[src/rtl/chem_pulse_counter_pkg.sv]
// Shared constants for the chemical-sensor pulse counter: channel/width
// defaults, snapshot field layout and FSM state encodings.
package chem_pulse_counter_pkg;

  localparam int NCH     = 8;
  localparam int CNT_W   = 12;
  localparam int WIN_W   = 16;
  localparam int FIELD_W = CNT_W + 1;
  localparam int OVF_BIT = CNT_W;

  typedef enum logic [1:0] {
    ST_IDLE  = 2'd0,
    ST_COUNT = 2'd1,
    ST_LATCH = 2'd2
  } state_e;

endpackage

[src/rtl/chem_pulse_counter_if.sv]
// Snapshot handshake bus between the pulse counter (master) and its
// consumer (slave).
interface chem_pulse_counter_if;
  import chem_pulse_counter_pkg::*;

  logic [NCH*FIELD_W-1:0] cnt_data;
  logic                   data_valid;
  logic                   data_ack;

  modport master (output cnt_data, output data_valid, input data_ack);
  modport slave  (input cnt_data, input data_valid, output data_ack);

endinterface

[src/rtl/chem_edge_cnt.sv]
// One chem_out channel: 2-FF synchroniser, registered rising-edge detect and
// a saturating counter with a sticky overflow flag.
module chem_edge_cnt
  import chem_pulse_counter_pkg::*;
(
  input  logic             clk,
  input  logic             rst,
  input  logic             pulse_in,
  input  logic             clr,
  input  logic             cnt_en,
  output logic [CNT_W-1:0] snap_cnt,
  output logic             snap_ovf
);

  logic             s1_q, s1_d;
  logic             s2_q, s2_d;
  logic             prev_q, prev_d;
  logic             rise_q, rise_d;
  logic [CNT_W-1:0] cnt_q, cnt_d;
  logic             ovf_q, ovf_d;

  always_ff @(posedge clk or posedge rst) begin
    if (rst) begin
      s1_q   <= 1'b0;
      s2_q   <= 1'b0;
      prev_q <= 1'b0;
      rise_q <= 1'b0;
      cnt_q  <= '0;
      ovf_q  <= 1'b0;
    end else begin
      s1_q   <= s1_d;
      s2_q   <= s2_d;
      prev_q <= prev_d;
      rise_q <= rise_d;
      cnt_q  <= cnt_d;
      ovf_q  <= ovf_d;
    end
  end

  // snap_* already includes an edge detected this cycle, so a snapshot taken
  // now sees it even though the live counter is being cleared.
  always_comb begin
    s1_d     = pulse_in;
    s2_d     = s1_q;
    prev_d   = s2_q;
    rise_d   = s2_q & ~prev_q;
    snap_cnt = cnt_q;
    snap_ovf = ovf_q;
    if (rise_q && cnt_en) begin
      if (&cnt_q) snap_ovf = 1'b1;
      else        snap_cnt = cnt_q + CNT_W'(1);
    end
    cnt_d = clr ? '0   : snap_cnt;
    ovf_d = clr ? 1'b0 : snap_ovf;
  end

endmodule

[src/rtl/chem_pulse_counter.sv]
// Gated pulse counter for the 8 chem_out lines: counts edges per window,
// snapshots {ovf, count} per channel and offers it over a valid/ack bus.
module chem_pulse_counter
  import chem_pulse_counter_pkg::*;
(
  input  logic                 clk_50M,
  input  logic                 rst,
  input  logic                 en,
  input  logic [WIN_W-1:0]     win_len,
  input  logic [NCH-1:0]       chem_out,
  chem_pulse_counter_if.master bus,
  output logic                 overrun,
  output logic                 busy
);

  state_e                 state_q, state_d;
  logic [WIN_W-1:0]       win_q, win_d, win_load;
  logic [NCH*FIELD_W-1:0] cnt_data_q, cnt_data_d, snap_word;
  logic                   data_valid_q, data_valid_d;
  logic                   overrun_q, overrun_d;
  logic                   cnt_clr, cnt_en;
  logic [CNT_W-1:0]       snap_cnt [NCH];
  logic [NCH-1:0]         snap_ovf;

  generate
    for (genvar gi = 0; gi < NCH; gi++) begin : g_ch
      chem_edge_cnt u_cnt (
        .clk      (clk_50M),
        .rst      (rst),
        .pulse_in (chem_out[gi]),
        .clr      (cnt_clr),
        .cnt_en   (cnt_en),
        .snap_cnt (snap_cnt[gi]),
        .snap_ovf (snap_ovf[gi])
      );
      assign snap_word[gi*FIELD_W +: FIELD_W] = {snap_ovf[gi], snap_cnt[gi]};
    end
  endgenerate

  // A zero window length behaves as one count cycle.
  assign win_load = (win_len == '0) ? '0 : win_len - WIN_W'(1);

  always_ff @(posedge clk_50M or posedge rst) begin
    if (rst) begin
      state_q      <= ST_IDLE;
      win_q        <= '0;
      cnt_data_q   <= '0;
      data_valid_q <= 1'b0;
      overrun_q    <= 1'b0;
    end else begin
      state_q      <= state_d;
      win_q        <= win_d;
      cnt_data_q   <= cnt_data_d;
      data_valid_q <= data_valid_d;
      overrun_q    <= overrun_d;
    end
  end

  always_comb begin
    state_d = state_q;
    case (state_q)
      ST_IDLE:  if (en) state_d = ST_COUNT;
      ST_COUNT: begin
        if (!en)               state_d = ST_IDLE;
        else if (win_q == '0)  state_d = ST_LATCH;
      end
      ST_LATCH: state_d = ST_COUNT;
      default:  state_d = ST_IDLE;
    endcase
  end

  always_comb begin
    busy         = (state_q == ST_COUNT);
    cnt_clr      = (state_q != ST_COUNT);
    cnt_en       = (state_q != ST_IDLE);
    win_d        = win_q;
    cnt_data_d   = cnt_data_q;
    data_valid_d = data_valid_q;
    overrun_d    = overrun_q;
    case (state_q)
      ST_IDLE:  if (en) win_d = win_load;
      ST_COUNT: if (win_q != '0) win_d = win_q - WIN_W'(1);
      ST_LATCH: win_d = win_load;
      default:  win_d = '0;
    endcase
    // A new snapshot wins over an ack in the same cycle; the ack then
    // consumed the old word, so it is not an overrun.
    if (state_q == ST_LATCH) begin
      cnt_data_d   = snap_word;
      data_valid_d = 1'b1;
      if (data_valid_q && !bus.data_ack) overrun_d = 1'b1;
    end else if (bus.data_ack) begin
      data_valid_d = 1'b0;
    end
  end

  assign bus.cnt_data   = cnt_data_q;
  assign bus.data_valid = data_valid_q;
  assign overrun        = overrun_q;

endmodule

[src/flat_wrapper.sv]
// flat-port wrapper written by rule: the top's interface ports become plain ports
module chem_pulse_counter_flat import chem_pulse_counter_pkg::*;
  (clk_50M, rst, en, win_len, chem_out, overrun, busy, bus_cnt_data, bus_data_valid, bus_data_ack);
  chem_pulse_counter_if bus_i ();
  input  logic clk_50M;
  input  logic rst;
  input  logic en;
  input  logic [WIN_W-1:0] win_len;
  input  logic [NCH-1:0] chem_out;
  output logic overrun;
  output logic busy;
  output wire logic [$bits(bus_i.cnt_data)-1:0] bus_cnt_data;
  output wire logic [$bits(bus_i.data_valid)-1:0] bus_data_valid;
  input wire logic [$bits(bus_i.data_ack)-1:0] bus_data_ack;
  assign bus_cnt_data = bus_i.cnt_data;
  assign bus_data_valid = bus_i.data_valid;
  assign bus_i.data_ack = bus_data_ack;
  chem_pulse_counter u_core (.clk_50M(clk_50M), .rst(rst), .en(en), .win_len(win_len), .chem_out(chem_out), .bus(bus_i), .overrun(overrun), .busy(busy));
endmodule
[config.mk]
export PLATFORM = sky130hd
export DESIGN_NAME = chem_pulse_counter_flat
export DESIGN_NICKNAME = d
export VERILOG_FILES = /design/src/rtl/chem_pulse_counter_pkg.sv /design/src/rtl/chem_pulse_counter_if.sv /design/src/rtl/chem_edge_cnt.sv /design/src/rtl/chem_pulse_counter.sv /design/src/flat_wrapper.sv
export SDC_FILE = /design/constraint.sdc
export NUM_CORES = 1
export LEC_CHECK = 0
export CAP_MARGIN = 15
export CORE_ASPECT_RATIO = 1.2
export CORE_UTILIZATION = 45
export CTS_BUF_LIST = sky130_fd_sc_hd__clkbuf_8
export DETAILED_ROUTE_END_ITERATION = 8
export PLACE_DENSITY = 0.71
export SYNTH_ARGS = -nofsm -noshare
export SYNTH_HDL_FRONTEND = slang
export SYNTH_HIERARCHICAL = 1
export SYNTH_SLANG_ARGS = --single-unit
[constraint.sdc]
create_clock -name clk_50M -period 10.1 [get_ports clk_50M]
set_clock_uncertainty 0.1 [all_clocks]
set_input_delay 1.01 -clock clk_50M [delete_from_list [all_inputs] [get_ports clk_50M]]
set_output_delay 1.01 -clock clk_50M [all_outputs]
set_load 0.02 [all_outputs]
; After elaboration in Yosys (flattened, before gate mapping)
; Index checks and enable logic that the tools add are counted.
[word_totals]
regBits = 260
inputBits = 28
output_inout_bits = 107
wordCells = 170
[op_classes]
add_sub_neg = 10
eq_ne = 6
mux = 58
n_bitwise = 16
reduce_logical = 27
[op_table]
columns = op, count
row1 = 12-bit 2-to-1 mux, 24
row2 = 12-bit by 1-bit adder with 12-bit output (second input constant), 8
row3 = 12-bit AND reduction, 8
row4 = 16-bit 2-to-1 mux, 3
row5 = 16-bit case mux with 3 select lines, 1
row6 = 16-bit zero test, 2
row7 = 16-bit by 1-bit subtractor with 16-bit output (second input constant), 2
row8 = 1-bit 2-to-1 mux, 26
row9 = 16-bit nonzero test, 1
row10 = 1-bit logical AND, 9
row11 = 1-bit bitwise AND, 8
row12 = 1-bit NOT, 8
row13 = 2-bit 2-to-1 mux, 3
row14 = 2-bit case mux with 3 select lines, 1
row15 = 2-bit AND reduction, 3
row16 = 2-bit by 1-bit != test with 1-bit output (second input constant), 2
row17 = 2-bit nonzero test, 2
row18 = 3-bit by 2-bit != test with 1-bit output (second input constant), 1
row19 = 2-bit by 1-bit == test with 1-bit output (second input constant), 1
row20 = 2-bit == test (second input constant), 1
row21 = 2-bit zero test, 1
row22 = 2-bit != test (second input constant), 1
row23 = 1-bit zero test, 1

; Depth between registers and ports, before layout
[logic_depth]
depth_word = 4
mapped_depth = 8
ltp_nobuf = 7

; Modules after synthesis
; The synthesis kept the hierarchy.
[modules_own_cells]
columns = module, instances, cells_each, area_each_um2, seq_area_each_um2
row1 = chem_edge_cnt at u_core.g_ch[1].u_cnt ..., 7, 83, 870.8, 425.4
row2 = chem_pulse_counter, 1, 411, 5455.2, 3103.0
row3 = chem_edge_cnt at u_core.g_ch[0].u_cnt, 1, 87, 905.9, 425.4

; Least setup slack after synthesis
; No wires, ideal clock.
[synth_timing]
path_kind = input to register
startpoint = input port win_len[0]
endpoint = register u_core.win_q[12]
setup_time_ps = 74
arrival_time_ps = 2251
t_required_ps = 9926
path_slack_ps = 7675
stages = 7
n_path_buf = 0
path_cell_list = inv_1 -> ha_1 -> nor2b_1 -> nand4_1 -> a2111oi_0 -> a311oi_1 -> o21ai_2
[synth_via]
elab_chain_cells = 4
word_cells_on_any_way = 5
classes_between = add/sub (1) / mux (3) / reduce/logical (1)
[synth_rtl]
columns = item, line_no
row1 = start: declaration, flat_wrapper.sv:8  ; input logic [WIN_W-1:0] win_len;
row2 = 16-bit by 1-bit subtractor with 16-bit output / 16-bit zero test (equally long branches), chem_pulse_counter.sv:41  ; assign win_load = (win_len == '0) ? '0 : win_len - WIN_W'(1);
row3 = 16-bit 2-to-1 mux (*), chem_pulse_counter.sv:41
row4 = 16-bit 2-to-1 mux, chem_pulse_counter.sv:81  ; ST_IDLE: if (en) win_d = win_load;
row5 = 16-bit case mux with 3 select lines (*), chem_pulse_counter.sv:80  ; case (state_q)
row6 = end signal: assignment, chem_pulse_counter.sv:52  ; win_q <= win_d;
row7 = end: declaration, chem_pulse_counter.sv:17  ; logic [WIN_W-1:0] win_q, win_d, win_load;
; Mark *: on every way between the ends. The rest lies on a longest branch, timed or not. The select of a mux whose other input is x is not followed.
; A chain may end at the register's enable or synchronous reset.

; Worst setup path in the final report
[layout_timing]
startpoint = register u_core.state_q[0]
endpoint = output port busy
[layout_via]
elab_chain_cells = 1
[layout_rtl]
columns = item, line_no
row1 = start: declaration, chem_pulse_counter.sv:16  ; state_e state_q, state_d;
row2 = start signal: assignment, chem_pulse_counter.sv:51  ; state_q <= state_d;
row3 = 2-bit by 1-bit == test with 1-bit output, chem_pulse_counter.sv:73  ; busy = (state_q == ST_COUNT);
row4 = end: declaration, flat_wrapper.sv:11  ; output logic busy;
; Every way passes these cells.

==> impl_metrics.toml <==
[status]
outcome = "finished, final reports clean"

[synth]
ys_top_cells_by_count = "dfrtp_1 (260), mux2_2 (127), nor2b_1 (74)"
ys_seq_area_frac = 0.522
synth_edf_count = 0
synth_cell_types = 69
synth.largest_area_cell = "dfrtp_1"
synth_fp_nets = 1119
yosys_warnings = 6
synth_cells = 1079
syn_area_um2 = 12500
synth_ff_type = "dfrtp_1"
async_reset_ff_frac = 1.00
syn-mean-instance-area_um2 = 11.5
yosysMostFrequentCell = "dfrtp_1"
yosys.area.top_type_share = 0.522
ys_seq_elements = 260
synthTopCellsByArea = "dfrtp_1 (52%), mux2_2 (11%), nor2b_1 (3.7%), xnor2_1 (2.5%), a21oi_1 (2.1%)"

[route]
drtPass1Iterations = 5
via_per_inst = 5.51
wl_per_cell_um = 16.1
routed_wl_um = 25800
drtIter0Drc = 423
postRouteAntennaNets = 0
drcViolationCount = 0
vias = 8834

[power_and_ir_drop]
p_leak_uw = 0.00677
ir_drop_mv = 0.0999
power_density_nw_per_um2 = 143

[final_layout]
drive_gt1_frac = 0.196
postLayoutCoreUtil = 0.554
nNetsFinal = 1275
fill_cells = 2270
antennaDiodeCount = 0
area_delta_synth_final_pct = 20.8
instances_no_fill = 1603

[sta]
worst_hold_slack_ns = 0.250
setup_viol = 0
fin_ws_ns = 6.36
max_freq_mhz = 267
slew_headroom = 0.266
period_share = 0.371
rsz0062_at_grt = "false"
min_period_ns = 3.74
slew_violations = 0
tightest_slew_ns = 1.10
tns_ns = 0
hold_viol = 0

[cts]
post_cts_resized = 0
numCtsBuffers = 42
postCtsSetupBuffers = 0
ctsHoldBuffers = 0
cts_tree = "yes"
ctsHtreeMaxLevel = 2
path_clk_slew_ns = 0.07
cts_root_buf = "clkbuf_8"
cts.path.max_buffers = 3
cts.sinks = 260
clk_latency_ns = 0.54

[worst_hold_path]
min_to = "u_core/g_ch[7].u_cnt/prev_d"
whs_path_depth = 0
min_from = "u_core/g_ch[7].u_cnt/s1_q"
hold_class = "reg -> reg"

[critical_path]
cp_max_fo = 51
reg2reg_depth = 7
startpoint_type = "flop"
cp_slowest_cell = "clkdlybuf4s50_1"
crit_required_ns = 8.99
crit_chain = "nand2b_4 > clkinv_1 > clkdlybuf4s50_1"
crit_arrival_ns = 2.63
r2r_start = "u_core/win_q[0]"
max_stage_delay_ns = 0.65
critical_path_class = "reg -> out"
r2r_end = "u_core/win_q[10]"
critPathCaptureType = "output port"
rrSetupSlack_ns = 7.26

[floorplan]
initial_core_util = 0.459
dieWidth_um = 154
rows = 66
coreArea_um2 = 27200
die_y_um = 184
die_area_um2 = 28400
ioPinCount = 135

[global_route]
grt_pass1_vias = 8801
grt_antenna_before_repair = 0
grt_max_degree = 79
track_usage = 0.187
gr-total-overflow = 0
grt_pass1_wl_um = 43000

[placed_design]
io_buffers = 134
pre_cts_ws_ns = 6.91
globalplace.congestion = 0.856
dp.cells = 1531
dp_hpwl_um = 17700

[run]
max_cap_violations = 0
[critical path: cells and delay by family (launching register included)]
family                 cells  cell delay, ns
buffers and inverters      2            1.05
AND/OR/NAND/NOR            1            0.52
flip-flops                 1            0.53
[placed cells by master, fill, tap and decap left out, types with 9 or more instances in the layout]
cell type        count
dfrtp_1            260
clkdlybuf4s50_1    134
mux2_2             127
nor2b_1             73
nand2_1             59
clkbuf_8            55
a21oi_1             52
nor3_1              35
xnor2_1             35
nor2_1              31
nand3_1             29
inv_1               28
o21ai_0             25
or3_1               24
nor4_1              21
nand4_1             21
o31ai_1             17
and2_1              16
o311ai_0            15
xor2_1              14
ha_1                12
a211oi_1            11
o21ai_1             11
and4_1              10
a21o_1               9
nand2b_1             9
[cell families (layout without fill, tap and decap cells)]
kind of cell | count (synthesis) | after routing | synth area share
compound gates | 186 | 186 | 0.0999
xor+xnor | 49 | 49 | 0.0345
fa+ha+maj | 12 | 12 | 0.0121
buf+inv | 49 | 233 | 0.0169
flops | 260 | 260 | 0.522
mux | 128 | 128 | 0.116
simple gates | 395 | 395 | 0.198
[layer usage]
| layer | vias to the layer above | global-route usage | part of all wire |
|---|---|---|---|
| li1 | 4299 | - | - |
| met1 | 4313 | 0.238 | 0.44 |
| met2 | 179 | 0.320 | 0.50 |
| met3 | 43 | 0.0360 | 0.046 |
| met4 | 0 | 0.0604 | 0.023 |
| met5 | - | 0 | 0 |
[cell type report]
class / count / area, um2 / area share
multi-input combinational: 770 / 5760 / 0.383
clock inverter: 17 / 133 / 0.00882
tap: 340 / 425 / 0.0283
inverter: 22 / 87.6 / 0.00582
timing repair buffer: 139 / 1380 / 0.0917
sequential: 260 / 6510 / 0.433
clock buffer: 55 / 757 / 0.0503
[through the flow]
step	total power [uW]	area, um2
finish	2140	15000
global route	2240	15000
CTS	2180	15000
detailed placement	1220	14200
global placement	1220	14200
floorplan	1180	12500
[sequential cells by signal (all words and copies together) (netlist names)]
| name | count |
|---|---|
| u_core/overrun | 1 |
| u_core/bus.cnt_data | 104 |
| u_core/state_q | 2 |
| u_core/g_ch.u_cnt/prev_d | 8 |
| u_core/g_ch.u_cnt/rise_q | 8 |
| u_core/g_ch.u_cnt/prev_q | 8 |
| u_core/g_ch.u_cnt/cnt_q | 96 |
| u_core/g_ch.u_cnt/ovf_q | 8 |
| u_core/bus.data_valid | 1 |
| u_core/win_q | 16 |
| u_core/g_ch.u_cnt/s1_q | 8 |
[power by group]
group | internal [uW] | switching, uW | leakage (uW)
clock | 539 | 407 | 0.000495
combinational | 41.0 | 75.3 | 0.00274
sequential | 1060 | 20.7 | 0.00354
total | 1640 | 503 | 0.00677
[worst max path at each step]
stage / startpoint / end / slack [ns] / cells after the start
floorplan: rst / u_core/bus.cnt_data[0] / 5.69 / 1
global placement: u_core/state_q[0] / busy / 6.95 / 3
detailed placement: u_core/state_q[0] / busy / 6.91 / 3
CTS: u_core/state_q[0] / busy / 6.32 / 3
global route: u_core/state_q[0] / busy / 6.17 / 3
finish: u_core/state_q[0] / busy / 6.36 / 3
No activity file was read; power rests on OpenSTA's default activity.
